File: config.mk
export PLATFORM = sky130hd
export DESIGN_NAME = ram_burst_ctrl
export DESIGN_NICKNAME = d
export VERILOG_FILES = /design/src/rtl/ram_burst_ctrl.sv
export SDC_FILE = /design/constraint.sdc
export NUM_CORES = 1
export LEC_CHECK = 0
export CORE_MARGIN = 2
export CORE_UTILIZATION = 42
export CTS_CLUSTER_SIZE = 8
export DETAILED_ROUTE_END_ITERATION = 8
export PLACE_DENSITY = 0.83
export SLEW_MARGIN = 15
export SYNTH_ARGS = -nofsm -noshare
export SYNTH_HDL_FRONTEND = slang
export SYNTH_SLANG_ARGS = --single-unit
File: constraint.sdc
create_clock -name CLK -period 4.1 [get_ports CLK]
set_input_delay 0.82 -clock CLK [delete_from_list [all_inputs] [get_ports CLK]]
set_output_delay 0.82 -clock CLK [all_outputs]
set_load 0.02 [all_outputs]
File: src/rtl/ram_burst_ctrl.sv
// Burst controller in front of the 256x16 data RAM: valid/ready bursts of 1..16 words,
// with the RAM's one-cycle registered read latency absorbed into a beat-tagged read stream.
module ram_burst_ctrl #(
    parameter int WIDTH = 16,
    parameter int ADDR  = 8,
    parameter int LENW  = 4
) (
    input  logic             CLK,
    input  logic             RESET_N,
    input  logic             REQ_VALID,
    output logic             REQ_READY,
    input  logic             REQ_WRITE,
    input  logic [ADDR-1:0]  REQ_ADDR,
    input  logic [LENW-1:0]  REQ_LEN,
    input  logic [WIDTH-1:0] WR_DATA,
    input  logic             WR_VALID,
    output logic             WR_READY,
    output logic [WIDTH-1:0] RD_DATA,
    output logic             RD_VALID,
    output logic             RD_LAST,
    output logic             DONE,
    output logic [WIDTH-1:0] RAM_DATA,
    output logic [ADDR-1:0]  RAM_ADDRESS,
    output logic             RAM_WREN,
    input  logic [WIDTH-1:0] RAM_Q
);

    typedef enum logic [1:0] {IDLE, WRITE, READ, DRAIN} state_t;

    state_t           state, state_nxt;
    logic [ADDR-1:0]  cur_addr, cur_addr_nxt;
    logic [LENW-1:0]  beats_left, beats_left_nxt;
    logic             iss_v, iss_v_nxt;
    logic             iss_last, iss_last_nxt;
    logic             done_nxt;

    // RAM ports follow cur_addr/WR_DATA in every state; only WREN is gated
    assign REQ_READY   = (state == IDLE);
    assign WR_READY    = (state == WRITE);
    assign RAM_ADDRESS = cur_addr;
    assign RAM_DATA    = WR_DATA;
    assign RAM_WREN    = (state == WRITE) && WR_VALID;

    always_comb begin
        state_nxt      = state;
        cur_addr_nxt   = cur_addr;
        beats_left_nxt = beats_left;
        iss_v_nxt      = 1'b0;
        iss_last_nxt   = iss_last;
        done_nxt       = 1'b0;
        case (state)
            IDLE: begin
                if (REQ_VALID) begin
                    cur_addr_nxt   = REQ_ADDR;
                    beats_left_nxt = REQ_LEN;
                    state_nxt      = REQ_WRITE ? WRITE : READ;
                end
            end
            WRITE: begin
                if (WR_VALID) begin
                    cur_addr_nxt   = cur_addr + 1'b1;
                    beats_left_nxt = beats_left - 1'b1;
                    if (beats_left == '0) begin
                        state_nxt = IDLE;
                        done_nxt  = 1'b1;
                    end
                end
            end
            READ: begin
                // one address issued per cycle; the RAM returns it one cycle later
                cur_addr_nxt   = cur_addr + 1'b1;
                beats_left_nxt = beats_left - 1'b1;
                iss_v_nxt      = 1'b1;
                iss_last_nxt   = (beats_left == '0);
                if (beats_left == '0)
                    state_nxt = DRAIN;
            end
            DRAIN: begin
                state_nxt = IDLE;
                done_nxt  = 1'b1;
            end
            default: state_nxt = IDLE;
        endcase
    end

    always_ff @(posedge CLK or negedge RESET_N) begin
        if (!RESET_N) begin
            state      <= IDLE;
            cur_addr   <= '0;
            beats_left <= '0;
            iss_v      <= 1'b0;
            iss_last   <= 1'b0;
            RD_DATA    <= '0;
            RD_VALID   <= 1'b0;
            RD_LAST    <= 1'b0;
            DONE       <= 1'b0;
        end else begin
            state      <= state_nxt;
            cur_addr   <= cur_addr_nxt;
            beats_left <= beats_left_nxt;
            iss_v      <= iss_v_nxt;
            iss_last   <= iss_last_nxt;
            DONE       <= done_nxt;
            RD_VALID   <= iss_v;
            RD_LAST    <= iss_v & iss_last;
            if (iss_v)
                RD_DATA <= RAM_Q;
        end
    end

endmodule
* After elaboration in Yosys (flattened, before gate mapping)
Index checks and enable logic that the tools add are counted.
** Word-level totals
- Register bits :: 35
- Output and inout bits :: 46
- Logic and storage cells :: 41
** Operators by class
- Add/subtract/negate cells :: 2
- Eq/ne operators :: 7
- Muxes and demuxes :: 16
- Bitwise gates (word level) :: 1
- Reductions and logical operators :: 6
** Operator list (number)
- $pmux W8 S3 :: 1
- $mux W8 :: 2
- $pmux W4 S3 :: 1
- $mux W2 :: 5
- $add A8 B1 Y8 const B :: 1
- $mux W4 :: 2
- $pmux W2 S4 :: 1
- $ne A2 B2 Y1 const B :: 3
- $eq A2 B2 Y1 const B :: 2
- $logic_not A4 Y1 :: 1
- $reduce_and A4 Y1 :: 1
- $sub A4 B1 Y4 const B :: 1
- $mux W1 :: 3
- $reduce_and A3 Y1 :: 1
- $reduce_bool A3 Y1 :: 1
- $eq A2 B1 Y1 const B :: 1
- $logic_not A2 Y1 :: 1
- $ne A2 B1 Y1 const B :: 1
- $pmux W1 S2 :: 1
- $and A1 B1 Y1 :: 1
- $logic_and A1 B1 Y1 :: 1

* Longest topological paths before layout
Gate-level depths: netlist of run 1.
- Word-level depth :: 4
- Depth in mapped cells :: 7
- Mapped depth without buffers :: 6

* Least setup slack after synthesis of run 1
No wires, ideal clock.
- Path kind :: flip-flop to output port
- From :: reg state[1]
- To :: out RAM_WREN
- Arrival time :: 1101 ps
- Slack :: 2179 ps
- Cell stages (with the launch flop) :: 4
- Path through :: dfrtp_1 -> inv_1 -> ha_1 -> and2_1
** On the way
- Longest elaborated chain between the ends :: 2
** Ends and longest elaborated chain
- start, declared :: line 30 : state_t state, state_nxt;
- start signal, assigned :: line 98 : state <= state_nxt;
- $eq A2 B1 Y1
- net WR_READY :: line 17 : output logic WR_READY,
- $logic_and A1 B1 Y1 :: line 42 : assign RAM_WREN = (state == WRITE) && WR_VALID;
- end, declared :: line 24 : output logic RAM_WREN,
The timed path passes the listed nets, and every way through them passes these cells.

* Worst setup path after layout of run 1
- From :: in WR_VALID
- To :: out RAM_WREN
** On the way
- Longest elaborated chain between the ends :: 1
** Ends and longest elaborated chain
- start, declared :: line 16 : input logic WR_VALID,
- $logic_and A1 B1 Y1 :: line 42
Every way passes these cells.

==> results of run 1 <==
## power groups by stage
stage          clock network, W  logic [W]  registers (W)
6_report               0.000299    0.00118       0.000673
5_1_grt                0.000327    0.00128       0.000706
4_1_cts                0.000305    0.00119       0.000677
3_5_place_dp                  0    0.00118       0.000681
3_3_place_gp                  0    0.00115       0.000669
2_1_floorplan                 0   0.000669       0.000797
## per-stage QoR
step	setup WS, ps	cells	hold WS [ps]	utilization
global route	1150	261	527	0.597
CTS	1180	261	491	0.597
global placement	1190	254	468	0.571
detailed placement	1180	254	477	0.571
finish	1180	261	485	0.597
floorplan	2180	165	349	-
## cells by family after synthesis
group,count (synthesis)
AOI/OAI and AO/OA,30
adders and majority gates,8
buffers and inverters,30
DFF,35
muxes,23
and+or+nand+nor,39
## metal layers
metal	global-route usage	part of all wire	wire length, microns	up-vias
li1	-	-	-	646
met1	0.191	0.41	1520	635
met2	0.274	0.51	1880	32
met3	0.0480	0.055	203	10
met4	0.0791	0.025	92	0
met5	0	0	0	-
## registers in the layout, indices dropped and copies added, names as in the netlist
| register | flops |
|---|---|
| RAM_ADDRESS | 8 |
| beats_left | 4 |
| DONE | 1 |
| iss_last | 1 |
| RD_LAST | 1 |
| iss_v | 1 |
| RD_DATA | 16 |
| RD_VALID | 1 |
| state | 2 |
## final cells by class
class,instances,area [sq um],share of cell area
repair buffers,62,616,0.252
flip-flops and latches,35,876,0.359
well taps,50,62.6,0.0256
clock buffers,5,68.8,0.0282
inverters,7,26.3,0.0108
multi-input cells,100,754,0.309
clock inverters,2,37.5,0.0154
## layout by cell type (no fill, tap or decap), types with 2 or more instances in the layout
cell             netlist  routed
a211oi_1               2       2
a21oi_1                9       9
and2_1                 2       2
clkbuf_8               0       5
clkdlybuf4s50_1        0      61
dfrtp_1               35      35
ha_1                   8       8
inv_1                  7       7
mux2_2                17      17
mux2i_1                6       6
nand2_1               10      10
nand2b_1               2       2
nand3_1                5       5
nand4_1                2       2
nor2_1                 5       5
nor2b_4                2       2
nor3_1                 4       4
o211ai_1               2       2
o21ai_0                9       9
o21ai_2                2       2
o22ai_1                4       4
or2_2                  2       2
## worst min path at each step
stage,end,cells after the start,slack (ps),from
after floorplan,RD_VALID$_DFF_PN0_,0,350,iss_v$_DFF_PN0_
after global placement,RD_LAST$_DFF_PN0_,1,470,iss_last$_DFFE_PN0P_
after detailed placement,RD_LAST$_DFF_PN0_,1,480,iss_last$_DFFE_PN0P_
after CTS,RD_LAST$_DFF_PN0_,1,490,iss_last$_DFFE_PN0P_
after global routing,RD_DATA[14]$_DFFE_PN0P_,1,530,RD_DATA[14]$_DFFE_PN0P_
final,RD_LAST$_DFF_PN0_,1,490,iss_last$_DFFE_PN0P_
## worst max-delay path, stage by stage
cell and delay, ps:
clkdlybuf4s50_1 520, and2_1 160, clkdlybuf4s50_1 600
==> metrics.txt, run 1 <==
# hold bufs at CTS=0; all-layer global routing usage=0.164; async set-reset flop share out of synthesis=1.00; RSZ-0062 raised after global routing=false; Static Leak=slightly above 1 nW; vias in the first global route=between 1000 and 1500; Post-CTS Repair Setup Buffers=0; Worst Setup End Kind=output pin; # setup viols final=0; Yosys cell types=30; post-synthesis cell count=165; reg2reg path depth=6; Starting DRT DRC Count=72; Die Y=~70 microns; # fillers=around 330; Avg Synthesized Cell Area=11.0 sq um; largest family of logic cells by synthesized area=multiplexers; Die W=about 70 microns; Max Cap Viol=0; r2r setup slk=2110 ps; largest net degree at the start of global routing=36; CTS tree=built; Root Buffer=clkbuf_8; Syn. warnings=0; layout cells sized above 1=0.156; sw frac=0.404; Worst Hold Class=reg -> reg; Remaining DRCs=0; DR pass1 iterations=4; DR vias/cell=approximately 5.1; Max clock buf depth=2; Min Clock Period, post-route=2920 ps; # rows=23; Wirelength per Cell=roughly 14 microns; post-route cell area=approximately 2400 sq um; count leader, synth=dfrtp_1; Final period util=0.712; Resize count post-CTS=0; Flop pwr share=0.313; arrival time worst endpoint=between 2000 and 2500 ps; VDD IR max=around 0.00034 V; post-synthesis adder-cell area fraction=0.0550; CP Launch Type=input port; input/output buffers=between 60 and 70; first-pass GRT wire length=about 6300 microns; skew final=4.29 ps; final net count=about 270; Worst-path clk slew=~70 ps; CP required=3280 ps; cell accounting for the most synthesized area=dfrtp_1; Int Power=~0.0013 W; initial antenna violation count=0; synth cell count leaders=dfrtp_1 (35), buf_4 (17), mux2_2 (17); fmax=~340 MHz; number of synthesized flops with an enable pin=0; Slew Limit Fails=0; Starting Density=0.445; Post-Route WL=roughly 3700 microns; type of the worst setup path=in -> out; compound-gate portion of the synthesized area=0.0962; multiplexer share of the synthesized area=0.138; die area=between 4000 and 5000 sq um; syn nets=about 220; worst slew pin tran=approximately 850 ps; P_sw=0.000868 W; clock share of power=0.139; IO Count=between 90 and 100; area share of xor/xnor cells in the synthesized design=0; top_reg_cell synth=dfrtp_1; worst setup path end=RAM_WREN; Core Box Area=4090 sq um; CTS H-tree depth=2; Synth Area in Simple Gates=0.125; clock net sink count=35; GR Overflow Total=0; antenna cells=0; post-synthesis sequential area ratio=0.481; Area Growth Syn to Fin=34.1%; status=finished clean; Detailed Place HPWL=2740 microns; placed inst area=2330 sq um; reg2reg start=state[0]$_DFFE_PN0P_; worst relative slew slack=0.432; GP Congestion=approximately 0.80; Mapped Area=1820 sq um; Pwr per Cell Area=881 nW/um^2; FF+latch count, synth=35; post-route ant nets=0; Sum Neg Setup Slack=0 ps; CP Launch Point=WR_VALID; Crit Path Max Fanout=2; top-area cell type share of the netlist area=0.481; worst skew pair latency=about 290 ps; reg2reg end=RAM_ADDRESS[4]$_DFFE_PN0P_; cts bufs inserted=5; Area contributors post-synth=dfrtp_1 (48%), mux2_2 (11%), buf_4 (7.0%); Via Count=around 1300; final hold violations=0; Tot Pwr=about 0.0021 W; Logic pwr share=0.548
Note: power is estimated with default switching activity, not from simulation.
==> run 2: changes to the inputs <==
CORE_UTILIZATION = 36   (was 42)
PLACE_DENSITY = 0.75   (was 0.83)
clock period = 2.4 ns   (was 4.1 ns; I/O delays follow)
==> run 2 against run 1 <==
Compared with the run above: critical path depth unchanged; routed wire length fell by 2.5%; critical endpoint is now WR_READY; final cell count increased by 8.0%; register-to-register slack worse by 1500 ps; cell area grew 1.0%; global-route usage down 3.1 points; clock power is 36% higher; first-iteration DRC count fell by 38%; sequential power up 71%; largest cell class unchanged; sequential cell count unchanged; clock skew about the same; largest power group unchanged; core utilization shrank 8.2 points.
==> metrics.txt, run 2 (synthesized netlist as in run 1, its figures left out) <==
cts bufs inserted=5 (unchanged); Reg with most FFs=RD_DATA; Core Box Area=4790 sq um (+17%); Via Count=1327 (+0.30%); Max Cap Viol=0 (unchanged); most used cells in the layout excluding fill and tap cells=clkdlybuf4s50_1 (60), dfrtp_1 (35), mux2_2 (17), nand2_1 (10); CTS tree=built; first-pass GRT wire length=5700 microns (-9.3%); Die W=75.1 microns (+7.6%); status=finished clean; Pwr per Cell Area=1450 nW/um^2 (+65%); vias in the first global route=1231 (-9.6%); Area Growth Syn to Fin=35.5%; skew final=4.10 ps (-0.193 ps); CP Launch Type=register; Min Clock Period, post-route=2160 ps; Sum Neg Setup Slack=0 ps (unchanged); all-layer global routing usage=0.133 (-0.0306); Slew Limit Fails=0 (unchanged); WP buf/inv=2 (unchanged); placed inst area=2380 sq um (+1.9%); RSZ-0062 raised after global routing=false; top layer in use=met4; worst hold slack=267 ps (-218 ps); worst relative slew slack=0.493 (+0.0609); CTS H-tree depth=2 (unchanged); final worst setup slack=243 ps (-940 ps); Root Buffer=clkbuf_8; # setup viols final=0 (unchanged); type of the worst setup path=reg -> out; layout cells sized above 1=0.167 (+0.0110); arrival time worst endpoint=1680 ps (-420 ps); Worst-path clk slew=70 ps (about the same); GR Overflow Total=0 (unchanged); clock net sink count=35 (unchanged); Starting Density=0.380 (-0.0651); final net count=271 (+1.1%); Worst Setup End Kind=output pin; worst skew pair latency=280 ps (about the same); r2r setup slk=590 ps (-1520 ps); final hold violations=0 (unchanged); met3 routed WL=193 microns (-4.9%); Detailed Place HPWL=2690 microns (-1.7%); Crit Path Max Fanout=4 (+2); # hold bufs at CTS=0 (unchanged); Multi-input gate area=754 sq um (unchanged); post-route ant nets=0 (unchanged); largest net degree at the start of global routing=36 (unchanged); fmax=464 MHz; GP Congestion=0.836 (+4.8%); initial antenna violation count=0 (unchanged); Static Leak=1.06 nW (+2.1%); IO Count=95 (unchanged); post-route cell area=2470 sq um (+1.0%); input/output buffers=62 (unchanged); FF/Latch Area=876 sq um (unchanged); Final period util=0.899; # fillers=446 (+35%); Max clock buf depth=2 (unchanged); Die Y=75.1 microns (+7.6%); DP Worst Slack=221 ps (-961 ps); met2 WL=1800 microns (-3.9%); Crit path max-delay family=buffers and inverters; # rows=25 (+8.7%); DR vias/cell=4.71 (-7.2%); critical path cell sequence=inv_1 -> ha_1 -> clkdlybuf4s50_1; Placed Cells incl. Taps=274 (+7.9%); die area=5640 sq um (+16%); Remaining DRCs=0 (unchanged); VDD IR max=0.000896 V (+170%); Wirelength per Cell=12.8 microns (-9.8%); antenna cells=0 (unchanged); max FFs per register=16 (unchanged); Worst Hold Class=in -> async; Post-Route WL=3600 microns (-2.5%); Max stage delay on crit path=620 ps (+20 ps); Starting DRT DRC Count=45 (-38%); wire length on met1=1580 microns (+3.6%); CP required=1920 ps (-1360 ps); DR pass1 iterations=4 (unchanged); most common cell after layout, fill and taps aside=clkdlybuf4s50_1; Worst path slowest cell=clkdlybuf4s50_1; worst slew pin tran=761 ps (-91.4 ps); Finished Layout Cells=282 (+8.0%)
## run 2: changes by cell type in the layout (fill, tap and decap cells not counted)
cell             delta
clkbuf_1            +1
dlymetal6s2s_1      +1
clkdlybuf4s50_1     -1
buf_2               +1
clkbuf_2            -1
buf_4               +3
clkinv_2            +1
bufinv_16           -1
## run 2: worst paths after layout
check,cells past startpoint,start,to
max in group asynchronous,1,RESET_N,RD_DATA[11]$_DFFE_PN0P_
worst min-delay path,1,RESET_N,RD_DATA[0]$_DFFE_PN0P_
worst min register to register,1,iss_last$_DFFE_PN0P_,RD_LAST$_DFF_PN0_
worst max-delay path,3,state[1]$_DFFE_PN0P_,WR_READY
worst max register to register,6,state[1]$_DFFE_PN0P_,beats_left[2]$_DFFE_PN0P_
min in group CLK,1,iss_last$_DFFE_PN0P_,RD_LAST$_DFF_PN0_
## run 2: what timing repair did
action	in CTS	in global routing
setup buffers	0	0
gates resized for setup	0	1
setup endpoints to repair	0	1
## run 2: stage by stage
step / util / total power, W
6_report: 0.515 / 0.00358
3_5_place_dp: 0.497 / 0.00322
5_1_grt: 0.515 / 0.00388
4_1_cts: 0.515 / 0.00363
2_1_floorplan: - / 0.00250
3_3_place_gp: 0.497 / 0.00316
## run 2: where the power goes
group | leakage (nW) | switching, W | total [W] | internal (W)
clock network | 0.0412 | 0.000204 | 0.000406 | 0.000203
logic | 0.597 | 0.00101 | 0.00203 | 0.00102
registers | 0.417 | 0.000256 | 0.00115 | 0.000891
## run 2: area by class of cell
| type | instances | area share |
|---|---|---|
| inverters | 7 | 0.0107 |
| repair buffers | 65 | 0.260 |
| clock inverters | 2 | 0.00507 |
| clock buffers | 6 | 0.0294 |
| multi-input cells | 100 | 0.306 |
| flip-flops and latches | 35 | 0.355 |
| well taps | 67 | 0.0340 |
## run 2: per-layer routing
layer	vias to the layer above	global-route usage
met5	-	0
met4	0	0.0516
met3	2	0.0388
met2	33	0.212
met1	638	0.171
li1	654	-
## run 2: worst reg2reg max path: cells and delay by family (launching register included)
| kind | cells | cell delay, ps |
|---|---|---|
| buf+inv | 1 | 140 |
| flops | 1 | 410 |
| compound gates | 2 | 350 |
| simple gates | 2 | 580 |
| fa+ha+maj | 1 | 230 |
